<file path="src/rtl/serial_send_if.sv">
// Word handshake between a data source (master) and serial_send (slave).
interface serial_send_if;
   localparam int unsigned WORD_W = 16;

   logic [WORD_W-1:0] din;
   logic              din_valid;
   logic              din_ready;

   modport master (output din, output din_valid, input din_ready);
   modport slave  (input din, input din_valid, output din_ready);
endinterface

</file>
<file path="src/rtl/serial_send.sv">
// 2-bit-per-cycle serializer for the LVDS link: 2-entry word FIFO, 8-cycle word slots,
// frame strobe, training/idle insertion. Define SERIAL_SEND_PRBS_EN for PRBS15 idle words.
module serial_send (
   input  logic         clks,
   input  logic         rsts,
   input  logic         phy_init,
   serial_send_if.slave bus,
   output logic         dout_r,
   output logic         dout_f,
   output logic         frame,
   output logic         idle
);
   localparam int unsigned WORD_W = 16;
   localparam int unsigned DEPTH  = 2;
   localparam int unsigned CNT_W  = 3;
   localparam int unsigned OCC_W  = 2;
   localparam logic [WORD_W-1:0] TRAIN_WORD = 16'hAAAA;
   localparam logic [WORD_W-1:0] IDLE_WORD  = 16'hF00F;

   typedef enum logic [1:0] {
      SRC_TRAIN,
      SRC_FIFO,
      SRC_IDLE
   } src_e;

   logic [CNT_W-1:0]  cnt;
   logic [CNT_W-1:0]  cnt_next;
   logic              load;
   logic [WORD_W-1:0] sreg;
   logic [WORD_W-1:0] mem [DEPTH];
   logic              wr_ptr;
   logic              rd_ptr;
   logic [OCC_W-1:0]  count;
   logic              full;
   logic              empty;
   logic              push;
   logic              pop;
   src_e              src;
   logic [WORD_W-1:0] load_word;
   logic [WORD_W-1:0] idle_word;

   assign cnt_next      = cnt + CNT_W'(1);
   assign load          = (cnt == CNT_W'(7));
   assign full          = (count == OCC_W'(DEPTH));
   assign empty         = (count == OCC_W'(0));
   assign bus.din_ready = !full;
   assign push          = bus.din_valid && !full;
   assign pop           = load && (src == SRC_FIFO);

`ifdef SERIAL_SEND_PRBS_EN
   localparam int unsigned LFSR_W = 15;
   localparam logic [LFSR_W-1:0] LFSR_SEED = 15'h7FFF;

   logic [LFSR_W-1:0] lfsr;
   logic [LFSR_W-1:0] lfsr_next;
   logic [WORD_W-1:0] prbs_word;

   // Sixteen PRBS15 steps (x^15+x^14+1), first generated bit lands in the MSB.
   always_comb begin
      logic fb;
      fb        = 1'b0;
      lfsr_next = lfsr;
      prbs_word = '0;
      for (int i = 0; i < int'(WORD_W); i++) begin
         fb        = lfsr_next[14] ^ lfsr_next[13];
         prbs_word = {prbs_word[WORD_W-2:0], fb};
         lfsr_next = {lfsr_next[LFSR_W-2:0], fb};
      end
   end

   // Sequence only advances when an idle word is actually sent.
   always_ff @(posedge clks or posedge rsts) begin
      if (rsts) begin
         lfsr <= LFSR_SEED;
      end else if (load && (src == SRC_IDLE)) begin
         lfsr <= lfsr_next;
      end
   end

   assign idle_word = prbs_word;
`else
   assign idle_word = IDLE_WORD;
`endif

   // Slot-load priority: training, then queued data, then idle filler.
   always_comb begin
      src       = SRC_FIFO;
      load_word = mem[rd_ptr];
      if (phy_init) begin
         src       = SRC_TRAIN;
         load_word = TRAIN_WORD;
      end else if (empty) begin
         src       = SRC_IDLE;
         load_word = idle_word;
      end
   end

   // Two-entry FIFO; simultaneous push/pop leaves occupancy unchanged.
   always_ff @(posedge clks or posedge rsts) begin
      if (rsts) begin
         mem[0] <= '0;
         mem[1] <= '0;
         wr_ptr <= 1'b0;
         rd_ptr <= 1'b0;
         count  <= '0;
      end else begin
         if (push) begin
            mem[wr_ptr] <= bus.din;
            wr_ptr      <= ~wr_ptr;
         end
         if (pop) begin
            rd_ptr <= ~rd_ptr;
         end
         case ({push, pop})
            2'b10:   count <= count + OCC_W'(1);
            2'b01:   count <= count - OCC_W'(1);
            default: count <= count;
         endcase
      end
   end

   // Slot counter, shift register and strobes; reset makes the first edge a load edge.
   always_ff @(posedge clks or posedge rsts) begin
      if (rsts) begin
         cnt   <= CNT_W'(7);
         sreg  <= '0;
         frame <= 1'b0;
         idle  <= 1'b0;
      end else begin
         cnt   <= cnt_next;
         frame <= (cnt_next < CNT_W'(4));
         if (load) begin
            sreg <= load_word;
            idle <= (src == SRC_IDLE);
         end else begin
            sreg <= {sreg[WORD_W-3:0], 2'b00};
            idle <= 1'b0;
         end
      end
   end

   assign dout_r = sreg[WORD_W-1];
   assign dout_f = sreg[WORD_W-2];
endmodule

</file>
<file path="src/flat_wrapper.sv">
// flat-port wrapper written by rule: the top's interface ports become plain ports
module serial_send_flat 
  (clks, rsts, phy_init, dout_r, dout_f, frame, idle, bus_din, bus_din_valid, bus_din_ready);
  serial_send_if bus_i ();
  input  logic clks;
  input  logic rsts;
  input  logic phy_init;
  output logic dout_r;
  output logic dout_f;
  output logic frame;
  output logic idle;
  input wire logic [$bits(bus_i.din)-1:0] bus_din;
  input wire logic [$bits(bus_i.din_valid)-1:0] bus_din_valid;
  output wire logic [$bits(bus_i.din_ready)-1:0] bus_din_ready;
  assign bus_i.din = bus_din;
  assign bus_i.din_valid = bus_din_valid;
  assign bus_din_ready = bus_i.din_ready;
  serial_send u_core (.clks(clks), .rsts(rsts), .phy_init(phy_init), .bus(bus_i), .dout_r(dout_r), .dout_f(dout_f), .frame(frame), .idle(idle));
endmodule
</file>
<file path="config.mk">
export PLATFORM = sky130hd
export DESIGN_NAME = serial_send_flat
export DESIGN_NICKNAME = d
export VERILOG_FILES = /design/src/rtl/serial_send_if.sv /design/src/rtl/serial_send.sv /design/src/flat_wrapper.sv
export SDC_FILE = /design/constraint.sdc
export NUM_CORES = 1
export LEC_CHECK = 0
export ABC_CLOCK_PERIOD_IN_PS = 2200
export BUFFER_PORTS_ARGS = -buffer_cell sky130_fd_sc_hd__buf_4
export CAP_MARGIN = 40
export CORE_MARGIN = 1.5
export CORE_UTILIZATION = 40
export CTS_BUF_LIST = sky130_fd_sc_hd__clkbuf_4
export DETAILED_ROUTE_END_ITERATION = 8
export GPL_TIMING_DRIVEN = 0
export SYNTH_ARGS = -nofsm -noshare
export SYNTH_HDL_FRONTEND = slang
export SYNTH_SLANG_ARGS = --single-unit
</file>
<file path="constraint.sdc">
create_clock -name clks -period 2.2 [get_ports clks]
set_input_delay 0.11 -clock clks [delete_from_list [all_inputs] [get_ports clks]]
set_output_delay 0.11 -clock clks [all_outputs]
set_load 0.01 [all_outputs]
</file>
==> impl_metrics.csv <==
group,metric,value,unit
setup_path,rr_startpoint,"u_core.cnt[0]$_DFF_PP1_",
setup_path,cp_cell_sequence,"ha_2 > ha_4 > nand2b_4 > or2_1 > buf_2 > inv_2 > ha_1 > nor2_2 > xor2_1",
timing,fmaxAchievable,483,MHz
cells_and_area,layout_commonest_cell,"dfrtp_1",
grt,grt_pass1_wl,7440,um
yosys,synth_area_per_cell,14.2,um2
setup_path,slowest_delay,540,ps
floorplan,core_area,5640,um2
routing,drt_wl_total,4500,um
hold_path,hold_class,"input pin to register",
cells_and_area,stdcell_count,301,
routing,vias,1448,
timing,tightestPinTransition,596,ps
yosys,seq_area_frac_synth,59.9,%
setup_path,worstPathMaxFanout,6,
power_and_ir_drop,p_leak,1.38,nW
floorplan,die_y,80.3,um
cells_and_area,layout_common_cells,"dfrtp_1, buf_4, mux2_2",
grt,antenna_found_initial,0,
timing,min_period,2070,ps
grt,grt_usage,15.9,%
setup_path,crit_path_top_delay_cell,"dfstp_2",
clock_tree,cts_tree,"done",
clock_tree,clockBufferDepth,2,
timing,timing.slew.headroom,60.2,%
yosys,synth_seq_cells,57,
setup_path,crit_start,"u_core.cnt[0]$_DFF_PP1_",
yosys,yosys.area.top_type,"dfrtp_1",
routing,drc,0,
clock_tree,numClockSinks,57,
cells_and_area,n_antenna_cell,0,
clock_tree,htree_levels,3,
setup_path,crit_family,"adder cells",
clock_tree,root_buffer,"clkbuf_4",
placement,gp_congestion,0.757,
clock_tree,cts_buffers,9,
routing,drtAntennaViolNets,0,
power_and_ir_drop,peakVddDrop,493,uV
cells_and_area,syn2layout_area_growth,26.4,%
setup_path,end_kind,"register",
placement,dp.cells,265,
yosys,synth.cell_area,2390,um2
placement,place_hpwl,2980,um
power_and_ir_drop,total_power,0.00374,W
timing,setup_ws,129,ps
routing,first_iter_violations,62,
floorplan,initial_core_util,42.3,%
hold_path,hold_path_startpoint,"bus_din_valid",
setup_path,crit_buf_inv,2,
floorplan,die_w,80.3,um
cells_and_area,fin_area,3020,um2
grt,grt.overflow.total,0,
placement,portBuffers,24,
floorplan,ios,25,
run_status,run_status,"finished clean",
grt,grt_start_max_net_pins,32,
setup_path,crit_type,"register to register",
timing,final.setup_skew,14.2,ps
yosys,syn_inst,168,
cells_and_area,num-nets-final,247,
yosys,ys_top_cells_by_area,"dfrtp_1, mux2_2, mux2_4",
routing,via_per_inst,4.81,
setup_path,r2r_slack,130,ps
routing,wl_per_cell,15.0,um
job,maxCapViolations,0,
setup_path,cp.required,2510,ps
yosys,synth_fp_nets,191,
cells_and_area,layout-drive-gt1-share,41.0,%
power_and_ir_drop,power.density,1240,nW/um2
yosys,yosysTopAreaCellShare,56.6,%
grt,grt_pass1_vias,1541,
timing,finalCritPeriodShare,94.2,%
timing,final_max_slew_viol_count,0,
timing,rsz0062_at_grt,"no",
yosys,yosys.cell_types.count,29,
floorplan,row_count,27,
routing,firstDrtPassIters,4,
timing,setup_viol,0,
setup_path,start_kind,"register",
placement,post_dp_cell_area,2680,um2
yosys,ys_warn_count,0,
clock_tree,clkTransAtPathRegs,80,ps
timing,finalHoldViolCount,0,
placement,pre_cts_ws,-306,ps
setup_path,critical_path_arrival,2380,ps
floorplan,die_area,6440,um2
clock_tree,insertion_delay,380,ps
## power breakdown
group          internal [W]  switching (W)  leakage [nW]
clock network      0.000308       0.000345        0.0706
logic              0.000801       0.000543         0.640
registers           0.00150       0.000238         0.669
total               0.00261        0.00113          1.38
## cell type report
cell class                      count  area (um2)
Tap cell                           72        90.1
Sequential cell                    57        1430
Multi-Input combinational cell     92         877
Clock inverter                      1        3.75
Inverter                           11        41.3
Buffer                              7        61.3
Timing Repair Buffer               46         403
Fill cell                         483        2620
Clock buffer                       15         113
## cells by family after synthesis
group / share of synthesized area, %
flip-flops: 59.9
multiplexers: 21.7
AND/OR/NAND/NOR: 4.98
AO/OA/AOI/OAI: 5.55
buffers and inverters: 4.45
XOR/XNOR: 1.83
adder cells (fa/ha/maj): 1.57
## per-stage QoR
| stage | TNS, ps | utilization, % | hold WS (ps) |
|---|---|---|---|
| 3_5_place_dp | -502 | 47.5 | 222 |
| 6_report | 0 | 53.5 | 39.7 |
| 5_1_grt | 0 | 53.5 | 33.8 |
| 3_3_place_gp | -427 | 47.1 | 352 |
| 4_1_cts | 0 | 53.0 | 27.8 |
| 2_1_floorplan | 0 | - | 253 |
## worst paths after layout
check,cells after the start,endpoint
max,9,u_core.count[1]$_DFFE_PP0P_
min,3,u_core.wr_ptr$_DFFE_PP0N_
max reg2reg,9,u_core.count[1]$_DFFE_PP0P_
min reg2reg,1,u_core.cnt[0]$_DFF_PP1_
max in group asynchronous,4,u_core.cnt[1]$_DFF_PP1_
min in group asynchronous,3,u_core.mem[14]$_DFFE_PP0P_
## worst min-delay path: stages
cell and delay [ps]:
buf_4 120, nand2_1 90, xnor2_1 70
## timing repair
action / 4_1_cts / 5_1_grt
endpoints found under the setup margin: 2 / 1
setup buffers: 0 / 3
resized for setup: 4 / 2
hold endpoints to repair: 59 / 0
hold buffers: 18 / 0
pin swaps: 0 / 1
## cells in the mapped netlist
cell type / instances
mux2_4: 10
nor2_2: 1
nor3_1: 1
dfstp_2: 3
inv_1: 10
clkbuf_1: 2
a211oi_1: 4
nor2_1: 9
o22ai_1: 7
dfrtp_1: 54
xor2_1: 1
o31a_1: 1
mux2i_1: 11
a21oi_1: 3
mux2_2: 23
or2_1: 1
nor2b_1: 4
o22a_1: 4
buf_12: 1
nand2b_4: 1
inv_2: 1
nand3_2: 1
nand2b_1: 1
buf_6: 2
buf_2: 3
nand2_1: 1
ha_1: 3
and3b_1: 1
xnor2_1: 4
## per-layer routing
metal	track usage (%)	part of all wire, %
met2	25.1	48
met5	0	0
met4	7.24	1.7
met3	4.43	2.9
met1	20.3	47
## registers in the layout, summed over array words and instances (netlist names)
signal / cells
u_core.cnt: 3
u_core.count: 2
u_core.frame: 1
u_core.idle: 1
u_core.mem: 32
u_core.rd_ptr: 1
u_core.sreg: 16
u_core.wr_ptr: 1
Note: power is estimated with default switching activity, not from simulation.
